===== src/rtl/rr_arbiter_8.sv =====
// rr_arbiter_8: registered 8-requester round-robin arbiter.
//
// Grants one requester at a time and holds the grant until the holder
// asserts done, drops its request, or exceeds TIMEOUT_CYC held cycles.
// Every release is followed by a one-cycle idle gap. The grant vector is
// always one-hot or all-zero, so it can feed an 8-to-3 one-hot encoder.
//
// Build option:
//   ARB_FIXED_PRIO_EN  defined   -> fixed priority, lowest index wins
//                      undefined -> round-robin starting after the last holder
//
// Parameters:
//   TIMEOUT_CYC  max cycles a grant may be held (0..255, 0 disables timeout)
//
// Ports:
//   clk      in   1  clock, rising edge
//   rst_n    in   1  asynchronous active-low reset
//   req      in   8  request vector, bit k = requester k
//   done     in   1  current holder finished, release grant
//   gnt      out  8  registered one-hot grant, 8'h00 when idle
//   gnt_vld  out  1  high whenever gnt is non-zero
//   timeout  out  1  one-cycle pulse on a forced (timeout) release

module rr_arbiter_8 #(
    parameter int unsigned TIMEOUT_CYC = 16
) (
    input  logic       clk,
    input  logic       rst_n,
    input  logic [7:0] req,
    input  logic       done,
    output logic [7:0] gnt,
    output logic       gnt_vld,
    output logic       timeout
);

    localparam int unsigned N_REQ = 8;
    localparam int unsigned IDX_W = 3;
    localparam int unsigned CNT_W = 8;

    localparam bit               TO_EN   = (TIMEOUT_CYC != 0);
    localparam logic [CNT_W-1:0] TO_LAST = TO_EN ? CNT_W'(TIMEOUT_CYC - 1) : '0;
    localparam logic [CNT_W-1:0] CNT_MAX = '1;

    typedef enum logic {
        ST_IDLE  = 1'b0,
        ST_GRANT = 1'b1
    } state_t;

    state_t             r_state;
    logic [N_REQ-1:0]   r_gnt;
    logic               r_gnt_vld;
    logic               r_timeout;
    logic [IDX_W-1:0]   r_ptr;
    logic [IDX_W-1:0]   r_win;
    logic [CNT_W-1:0]   r_cnt;

    state_t             w_state_nxt;
    logic [N_REQ-1:0]   w_gnt_nxt;
    logic               w_gnt_vld_nxt;
    logic               w_timeout_nxt;
    logic [IDX_W-1:0]   w_ptr_nxt;
    logic [IDX_W-1:0]   w_win_nxt;
    logic [CNT_W-1:0]   w_cnt_nxt;

    logic               w_found;
    logic [IDX_W-1:0]   w_pick;
    logic               w_expire;
    logic               w_release;

    // First set request bit searching upward from r_ptr, wrapping 7 -> 0.
    always_comb begin
        logic [IDX_W-1:0] v_idx;
        w_found = 1'b0;
        w_pick  = '0;
        v_idx   = '0;
        for (int unsigned k = 0; k < N_REQ; k++) begin
            v_idx = r_ptr + IDX_W'(k);
            if (!w_found && req[v_idx]) begin
                w_found = 1'b1;
                w_pick  = v_idx;
            end
        end
    end

    // Release terms for the current holder; only meaningful in ST_GRANT.
    always_comb begin
        w_expire  = TO_EN && (r_cnt == TO_LAST);
        w_release = done || !req[r_win] || w_expire;
    end

    // State register and all registered outputs.
    always_ff @(posedge clk or negedge rst_n) begin
        if (!rst_n) begin
            r_state   <= ST_IDLE;
            r_gnt     <= '0;
            r_gnt_vld <= 1'b0;
            r_timeout <= 1'b0;
            r_ptr     <= '0;
            r_win     <= '0;
            r_cnt     <= '0;
        end else begin
            r_state   <= w_state_nxt;
            r_gnt     <= w_gnt_nxt;
            r_gnt_vld <= w_gnt_vld_nxt;
            r_timeout <= w_timeout_nxt;
            r_ptr     <= w_ptr_nxt;
            r_win     <= w_win_nxt;
            r_cnt     <= w_cnt_nxt;
        end
    end

    // Next-state and next-output logic.
    always_comb begin
        w_state_nxt   = r_state;
        w_gnt_nxt     = r_gnt;
        w_gnt_vld_nxt = r_gnt_vld;
        w_timeout_nxt = 1'b0;
        w_ptr_nxt     = r_ptr;
        w_win_nxt     = r_win;
        w_cnt_nxt     = r_cnt;

        case (r_state)
            ST_IDLE: begin
                if (w_found) begin
                    w_state_nxt   = ST_GRANT;
                    w_gnt_nxt     = N_REQ'(1) << w_pick;
                    w_gnt_vld_nxt = 1'b1;
                    w_win_nxt     = w_pick;
                    w_cnt_nxt     = '0;
                end else begin
                    w_gnt_nxt     = '0;
                    w_gnt_vld_nxt = 1'b0;
                end
            end

            ST_GRANT: begin
                if (w_release) begin
                    w_state_nxt   = ST_IDLE;
                    w_gnt_nxt     = '0;
                    w_gnt_vld_nxt = 1'b0;
                    // A coincident done or request drop wins over the timeout.
                    w_timeout_nxt = w_expire && !done && req[r_win];
`ifdef ARB_FIXED_PRIO_EN
                    w_ptr_nxt     = '0;
`else
                    w_ptr_nxt     = r_win + IDX_W'(1);
`endif
                end else if (r_cnt != CNT_MAX) begin
                    w_cnt_nxt     = r_cnt + CNT_W'(1);
                end
            end

            default: begin
                w_state_nxt   = ST_IDLE;
                w_gnt_nxt     = '0;
                w_gnt_vld_nxt = 1'b0;
            end
        endcase
    end

    assign gnt     = r_gnt;
    assign gnt_vld = r_gnt_vld;
    assign timeout = r_timeout;

endmodule


===== config.mk =====
export PLATFORM = sky130hd
export DESIGN_NAME = rr_arbiter_8
export DESIGN_NICKNAME = d
export VERILOG_FILES = /design/src/rtl/rr_arbiter_8.sv
export SDC_FILE = /design/constraint.sdc
export NUM_CORES = 1
export LEC_CHECK = 0
export CELL_PAD_IN_SITES_DETAIL_PLACEMENT = 2
export CELL_PAD_IN_SITES_GLOBAL_PLACEMENT = 2
export CORE_MARGIN = 1.5
export CORE_UTILIZATION = 34
export DETAILED_ROUTE_END_ITERATION = 16
export PLACE_DENSITY_LB_ADDON = 0.25
export SETUP_SLACK_MARGIN = 0.2
export SLEW_MARGIN = 15
export SYNTH_ARGS = -nofsm -noshare
export SYNTH_HDL_FRONTEND = slang
export SYNTH_SLANG_ARGS = --single-unit

===== constraint.sdc =====
create_clock -name clk -period 3.15 [get_ports clk]
set_input_delay 0.315 -clock clk [delete_from_list [all_inputs] [get_ports clk]]
set_output_delay 0.315 -clock clk [all_outputs]
set_load 0.005 [all_outputs]

== Word-level counts from Yosys, hierarchy flattened ==
Cells that the tools add are included.

* Register bits after elaboration: 25
* Input port bits: 11
* Output and inout bits: 10
* Logic and storage cells: 104

* Add/sub/neg operators: 9
* Order comparisons: 9
* Equality and inequality tests: 6
* Shifts and indexed selects: 1
* Mux-type cells: 48
* Bitwise gates (word level): 1
* Reductions and logical operators: 23

{| class="wikitable"
|+ Operators by type and width
! kind !! count
|-
| $mux 8 || 5
|-
| $lt 3x4->1 const B || 9
|-
| $pmux 8 s2 || 2
|-
| $bmux 1 s3 || 9
|-
| $mux 3 || 8
|-
| $mux 1 || 22
|-
| $add 3x3->3 const B || 4
|-
| $logic_and 1x1->1 || 9
|-
| $logic_not 1->1 || 9
|-
| $add 8x1->8 const B || 1
|-
| $eq 8x4->1 const B || 1
|-
| $ne 8x8->1 const B || 1
|-
| $shl 1x3->8 const A || 1
|-
| $add 3x1->3 const B || 2
|-
| $add 3x2->3 const B || 2
|-
| $ne 2x1->1 const B || 2
|-
| $ne 2x2->1 const B || 2
|-
| $pmux 1 s2 || 2
|-
| $reduce_and 2->1 || 2
|-
| $reduce_and 3->1 || 1
|-
| $logic_or 1x1->1 || 2
|-
| $not 1->1 || 1
|}

== Depth between registers and ports, before layout ==
Gate-level depths: netlist (run 1).

* Word-level depth: 27
* Mapped depth: 13
* Depth with buffers taken out: 9

== Least setup slack after synthesis (run 1) ==
OpenSTA, ideal clock, no wires.

* Path type: reg2reg
* Start: register r_ptr[0]
* End: register r_gnt[4] (netlist: gnt[4])
* Library setup time: 0.122 ns
* Arrival: 3.096 ns
* Required time: 3.028 ns
* Setup slack: -0.067 ns
* Stages on the path, launching flop included: 13
* Path buffers: 3
* Clock period less this slack: 3.217 ns
* Cells stage by stage: dfrtp_1 buf_6 buf_2 inv_2 ha_1 mux4_2 and2_4 o32ai_4 nand4_4 o21ba_1 buf_6 and2_4 a32o_1

* Word-level cells in the longest chain between the ends: 27
* Elaborated cells on any way between the ends: 56
* Classes of those cells: add/sub (7); shift (1); mux (34); reduce/logical (14)

{| class="wikitable"
|+ RTL lines
! what !! RTL line !! RTL
|-
| from (decl) || 53 || <nowiki>logic [IDX_W-1:0] r_ptr;</nowiki>
|-
| from (signal assigned) || 106 || <nowiki>r_ptr <= w_ptr_nxt;</nowiki>
|-
| parallel branches: the longest is 25 deep, another holds $add 3x1->3 || -- ||
|-
| $mux 8 (*) || 124 || <nowiki>if (w_found) begin</nowiki>
|-
| $pmux 8 s2 (*) || 122 || <nowiki>case (r_state)</nowiki>
|-
| to (signal assigned) || 103 || <nowiki>r_gnt <= w_gnt_nxt;</nowiki>
|-
| to (decl) || 50 || <nowiki>logic [N_REQ-1:0] r_gnt;</nowiki>
|}

Mark *: on every way between the ends. The select of a mux whose other input is x is not followed.
A chain may end at the register's enable or synchronous reset.

== Worst setup path in the final report (run 1) ==
* Start: register r_ptr[0]
* End: register r_gnt[0] (netlist: gnt[0])

The elaborated chain is that of the path after synthesis.

==> results.py, run 1 <==
metrics = {
    "pwr": {
        "p_leak_nw": 1.11,
        "vdd.ir_drop.worst_v": 0.000575,
        "cellPowerDensity_nw_per_um2": 1300,
    },
    "drt": {
        "drt_iter0_markers": 97,
        "met1Wirelength_um": 3100,
        "antenna_left": 0,
        "met3RoutedLength_um": 143,
        "drt-vias-per-instance": 5.87,
        "finalWirelength_um": 6740,
        "dr_wl_met2_um": 3450,
        "routed-via-count": 1909,
        "remaining_drc_errors": 0,
        "routedWlPerCell_um": 20.7,
        "detailedRoute.firstPassIterationCount": 4,
        "top_layer": "met4",
    },
    "sta": {
        "finalHoldViolations": 0,
        "final_max_slew_viol_count": 0,
        "clock_skew_ps": 8.55,
        "grt_setup_unrepaired": "true",
        "report.final.setup_viol": 0,
        "maxClockFrequency_mhz": 341,
        "min_period_over_period_pct": 93.2,
        "tightest_slew_ps": 706,
        "slew-limit-headroom_pct": 52.8,
        "period_minus_slack_ps": 2930,
    },
    "synth": {
        "synthesis.area_um2": 2140,
        "synth_top_flop_cell": "sky130_fd_sc_hd__dfrtp_1",
        "main_combinational_cell_family_by_area_after_synthesis": "compound AO/OA/AOI/OAI gates",
        "synth_compound_gate_area_share_pct": 21.7,
        "asyncSetResetFlopFracSynth_pct": 100,
        "synth_edf_count": 0,
        "ys_seq_area_share_pct": 29.2,
        "xor_and_xnor_fraction_of_the_mapped_netlist_area_pct": 4.09,
        "synth_warnings": 0,
        "synth-simple-area-share_pct": 17.1,
        "netlist.area_leader.share_pct": 29.2,
        "synth-adder-area-share_pct": 2.34,
        "synth_area_leader_cell": "sky130_fd_sc_hd__dfrtp_1",
        "ys_ff_latch": 25,
        "synthesis.area_per_instance_um2": 10.3,
        "synth.area.mux_share_pct": 21.5,
        "synth.net_count": 223,
        "synthTopCellsByArea": "sky130_fd_sc_hd__dfrtp_1, sky130_fd_sc_hd__mux4_2, sky130_fd_sc_hd__a32o_1",
        "instance_count_of_the_mapped_netlist": 208,
        "synth_cell_types": 61,
    },
    "grt": {
        "grt_pass1_vias": 1998,
        "first_pass_grt_wire_length_um": 10400,
        "globalRouteOverflowTotal": 0,
        "initial_antenna_violation_count": 0,
        "maximum_number_of_pins_on_one_net_before_global_route_repair": 26,
        "track_usage_pct": 20.5,
    },
    "die": {
        "core-area_um2": 5990,
        "rows": 28,
        "floorplan.die_area_um2": 6790,
        "die-width_um": 82.4,
        "dieHeight_um": 82.4,
        "start_util_pct": 35.8,
        "pin_count": 21,
    },
    "final_layout": {
        "signed_area_change_from_the_synthesized_netlist_to_the_final_layout_pct": 27.8,
        "instances_no_fill": 325,
        "nNetsFinal": 266,
        "postLayoutCoreUtil_pct": 45.7,
        "post_route_cells_drive_above_1_share_pct": 31.6,
        "antenna-diode-count": 0,
    },
    "placed_design": {
        "hpwl_dp_um": 4950,
        "routabilityCongestion": 0.818,
        "dp.cells": 312,
        "io_buffer_count": 20,
    },
    "cts": {
        "worst_setup_hold_path_clk_slew_ps": 100,
        "cts_tree": "done",
        "tritoncts.num_buffers": 3,
        "cts_num_sinks": 25,
        "cts_root_buffer": "sky130_fd_sc_hd__clkbuf_8",
        "clk_latency_ps": 270,
        "cts-hold-fix-buffers": 0,
        "cts_buffer_depth": 2,
        "htreeDepth": 1,
    },
    "worst_setup_path": {
        "kind_of_critical_path": "flip-flop to flip-flop",
        "worstSetupEndpointType": "flip-flop",
        "r2r_setup_slack_ps": 220,
        "r2r.worst_path.cells": 8,
        "r2r-end": "gnt[0]",
        "origin_of_the_critical_flop_to_flop_path": "r_ptr[0]",
        "crit_required_ps": 3320,
        "worst_ep_arrival_time_ps": 3110,
        "crit_fanout": 5,
        "critical_path.startpoint_type": "flip-flop",
        "critical_path_source": "r_ptr[0]",
    },
    "hold_path": {
        "hold_crit_path_type": "input port to asynchronous set/reset pin",
    },
    "status": {
        "outcome": "complete, no violations",
    },
    "flow_run": {
        "timing.max_cap.violations": 0,
    },
}
-- power by group --
group / switching [mW] / internal (mW)
clock: 0.109 / 0.0898
combinational: 1.49 / 1.36
sequential: 0.113 / 0.406
total: 1.71 / 1.86
-- repair_timing --
item | 4_1_cts | 5_1_grt
setup buffers | 3 | 6
pin swaps | 4 | 13
resized for setup | 3 | 18
setup endpoints to repair | 4 | 14
-- area by class of cell --
type / count / area [um2]
clock buffers: 3 / 41.3
clock inverters: 1 / 7.51
fillers: 636 / 3250
inverters: 7 / 28.8
multi-input cells: 166 / 1500
flip-flops and latches: 25 / 626
well taps: 75 / 93.8
repair buffers: 48 / 437
-- cell usage after synthesis (3+ instances only) --
cell type / number
sky130_fd_sc_hd__dfrtp_1: 25
sky130_fd_sc_hd__nand2_1: 19
sky130_fd_sc_hd__nor2_1: 17
sky130_fd_sc_hd__mux4_2: 15
sky130_fd_sc_hd__a21oi_1: 8
sky130_fd_sc_hd__a32o_1: 8
sky130_fd_sc_hd__nand2b_1: 7
sky130_fd_sc_hd__mux2i_1: 6
sky130_fd_sc_hd__inv_1: 5
sky130_fd_sc_hd__nand3_1: 5
sky130_fd_sc_hd__xnor2_1: 5
sky130_fd_sc_hd__xor2_1: 5
sky130_fd_sc_hd__a21o_1: 4
sky130_fd_sc_hd__buf_2: 4
sky130_fd_sc_hd__ha_1: 4
sky130_fd_sc_hd__o21ai_0: 4
sky130_fd_sc_hd__o21ai_1: 4
sky130_fd_sc_hd__and3_1: 3
sky130_fd_sc_hd__mux2_2: 3
-- through the flow --
step | hold slack (ps) | cell area, um2 | setup slack [ps] | power, mW | TNS (ps)
final | 402 | 2740 | 216 | 3.57 | 0
after floorplan | 19.4 | 2170 | 212 | 2.33 | 0
after global routing | 438 | 2740 | 125 | 3.83 | 0
after CTS | 415 | 2620 | 201 | 3.30 | 0
after global placement | 466 | 2530 | -8.59 | 2.93 | -26.7
after detailed placement | 473 | 2530 | -16.0 | 2.99 | -44.2
-- worst max-delay path by stage --
stage,cells after the start,slack (ps),to
global placement,8,-9,gnt[5]
global route,10,120,gnt[0]
detailed placement,8,-20,gnt[5]
CTS,10,200,gnt[0]
finish,8,220,gnt[0]
floorplan,11,210,gnt[4]
-- layer usage --
layer	track usage [%]	vias up
li1	-	882
met1	27.2	1000
met2	36.0	23
met3	1.54	4
met4	4.75	0
met5	0	-
-- registers in the layout, summed over array words and instances, names as in the netlist --
name	flops
gnt	8
r_cnt	8
r_ptr	3
r_win	3
gnt_vld	1
r_state	1
timeout	1
-- critical path, cell delays in order (launching register included) --
cell and delay, ps:
sky130_fd_sc_hd__dfrtp_1 430, sky130_fd_sc_hd__inv_4 60, sky130_fd_sc_hd__ha_4 320, sky130_fd_sc_hd__mux4_2 560, sky130_fd_sc_hd__and2_4 210, sky130_fd_sc_hd__o32ai_4 320, sky130_fd_sc_hd__nand3_1 180, sky130_fd_sc_hd__a311o_2 460
sky130_fd_sc_hd__a32o_2 290
-- layout by cell type (no fill, tap or decap), drive strengths merged, types with 2 or more instances in the layout --
cell type      instances
a211oi                 2
a21o                   4
a21oi                  9
a32o                   9
and2                   4
and3                   3
buf                   28
clkbuf                 3
clkdlybuf4s50         20
dfrtp                 25
ha                     4
inv                    7
mux2                   4
mux2i                  7
mux4                  15
nand2                 19
nand2b                 7
nand3                  5
nand4                  3
nor2                  17
nor2b                  2
nor3                   2
o21a                   2
o21ai                  8
o21ba                  2
o21bai                 3
o221ai                 2
o32a                   2
o32ai                  3
or2                    2
or3                    2
xnor2                  5
xor2                   5
-- kinds of logic after synthesis --
kind of cell | Yosys count
flops | 25
compound gates | 57
fa+ha+maj | 4
buf+inv | 17
xor+xnor | 10
simple gates | 69
mux | 26
Note: power is estimated with default switching activity, not from simulation.
==> inputs of run 2 (changes only) <==
CORE_ASPECT_RATIO = 2   (was default)
GPL_TIMING_DRIVEN = 0   (was default)
SETUP_SLACK_MARGIN = 0.1   (was 0.2)
==> results.py, run 2 (synthesis gave the netlist of run 1 again) <==
metrics = {
    "cts": {
        "cts_buffer_depth": 2,
        "cts_num_sinks": 25,
        "cts_tree": "done",
        "tritoncts.num_buffers": 3,
        "htreeDepth": 1,
        "worst_setup_hold_path_clk_slew_ps": 60,
        "clk_latency_ps": 260,
        "cts_root_buffer": "sky130_fd_sc_hd__clkbuf_16",
    },
    "placed_design": {
        "routabilityCongestion": 0.835,
        "io_buffer_count": 20,
        "placement.setup.worst_slack_ps": -503,
        "hpwl_dp_um": 5140,
    },
    "worst_setup_path": {
        "worstSetupEndpointType": "flip-flop",
        "kind_of_critical_path": "flip-flop to flip-flop",
        "slowest_stage": "sky130_fd_sc_hd__mux4_2",
        "critical_path.startpoint_type": "flip-flop",
        "crit_fanout": 5,
        "worstPathCellList": "buf_8 -> clkinvlp_4 -> ha_4 -> mux4_2 -> and2_4 -> o32ai_4 -> nand4_4 -> o32a_1 -> a32o_2",
        "maximum_cell_stage_delay_along_the_critical_path_ps": 560,
        "critical_path_source": "r_ptr[1]",
        "origin_of_the_critical_flop_to_flop_path": "r_ptr[1]",
        "crit_required_ps": 3310,
        "worst_ep_arrival_time_ps": 3240,
    },
    "grt": {
        "grt_pass1_vias": 2212,
        "track_usage_pct": 22.8,
        "first_pass_grt_wire_length_um": 11500,
        "maximum_number_of_pins_on_one_net_before_global_route_repair": 26,
        "globalRouteOverflowTotal": 0,
        "initial_antenna_violation_count": 0,
    },
    "sta": {
        "worst_slack_ps": 63.0,
        "report.final.setup_viol": 0,
        "maxClockFrequency_mhz": 324,
        "finalSetupTns_ps": 0,
        "finalHoldViolations": 0,
        "min_period_over_period_pct": 98.0,
        "grt_setup_unrepaired": "true",
        "worst_hold_slack_ps": 37.7,
        "clock_skew_ps": 1.41,
        "tightest_slew_ps": 656,
        "period_minus_slack_ps": 3090,
        "final_max_slew_viol_count": 0,
        "slew-limit-headroom_pct": 56.1,
    },
    "drt": {
        "drt_iter0_markers": 65,
        "routed-via-count": 1971,
        "drt-vias-per-instance": 5.88,
        "detailedRoute.firstPassIterationCount": 4,
        "remaining_drc_errors": 0,
        "routedWlPerCell_um": 21.7,
        "finalWirelength_um": 7260,
        "antenna_left": 0,
    },
    "final_layout": {
        "post_route_cells_drive_above_1_share_pct": 33.1,
        "signed_area_change_from_the_synthesized_netlist_to_the_final_layout_pct": 32.0,
        "nNetsFinal": 267,
        "final_cell_mix": "sky130_fd_sc_hd__dfrtp_1, sky130_fd_sc_hd__nand2_1, sky130_fd_sc_hd__clkdlybuf4s50_1",
        "leading_cell_type_in_the_layout_fill_and_taps_excluded": "sky130_fd_sc_hd__dfrtp_1",
        "antenna-diode-count": 0,
        "fillers": 636,
    },
    "flow_run": {
        "timing.max_cap.violations": 0,
    },
    "die": {
        "dieHeight_um": 115,
        "die-width_um": 59.1,
        "rows": 40,
        "start_util_pct": 35.4,
        "core-area_um2": 6060,
        "floorplan.die_area_um2": 6810,
        "pin_count": 21,
    },
    "pwr": {
        "cellPowerDensity_nw_per_um2": 1360,
        "vdd.ir_drop.worst_v": 0.000591,
        "p_leak_nw": 1.13,
        "totalPowerFinal_mw": 3.85,
    },
    "status": {
        "outcome": "complete, no violations",
    },
    "hold_path": {
        "hold_crit_path_type": "input port to asynchronous set/reset pin",
    },
}
run 2: where the power goes:
| group | internal [mW] | switching, mW | total (mW) | leakage (nW) |
|---|---|---|---|---|
| clock | 0.173 | 0.120 | 0.293 | 0.0371 |
| sequential | 0.409 | 0.0765 | 0.485 | 0.330 |
| combinational | 1.44 | 1.63 | 3.07 | 0.760 |
run 2: worst max-delay path, delay by kind of cell, from the launching register on:
| family | cells | cell delay [ps] |
|---|---|---|
| AOI/OAI and AO/OA | 3 | 1080 |
| muxes | 1 | 560 |
| and+or+nand+nor | 2 | 430 |
| DFF | 1 | 380 |
| adders and majority gates | 1 | 310 |
| buffers and inverters | 2 | 220 |
run 2: layout make-up:
cell class | count | area (um2) | area share (%)
Clock inverter | 1 | 7.51 | 0.266
Sequential cell | 25 | 627 | 22.2
Multi-Input combinational cell | 166 | 1540 | 54.4
Inverter | 7 | 35.0 | 1.24
Clock buffer | 3 | 75.1 | 2.66
Buffer | 9 | 73.8 | 2.61
Timing Repair Buffer | 40 | 365 | 12.9
Tap cell | 84 | 105 | 3.72
run 2: routing by layer:
metal	GRT usage, %	up-vias	wire [um]
li1	-	887	-
met1	21.8	1040	2490
met2	45.8	26	4390
met3	1.57	18	74
met4	10.8	0	301
met5	0	-	0
run 2: per-stage QoR:
stage	instances	area [um2]	utilization, %
after global placement	312	2460	40.7
after CTS	333	2770	45.8
after global routing	335	2830	46.7
after detailed placement	312	2460	40.7
final	335	2830	46.7
after floorplan	208	2160	-
run 2: timing repair:
item,4_1_cts,5_1_grt
resized for setup,20,13
pin swaps,14,16
hold buffers,0,0
hold endpoints to repair,0,0
endpoints found under the setup margin,21,19
setup buffers,17,3
run 2: final timing paths:
path	endpoint	cells after the start	slack, ps
min in group clk	gnt[3]	1	500
max	gnt[4]	9	60
max in group asynchronous	r_ptr[1]	1	2700
min	gnt[4]	1	40
min reg2reg	gnt[3]	1	500
max reg2reg	gnt[4]	9	60
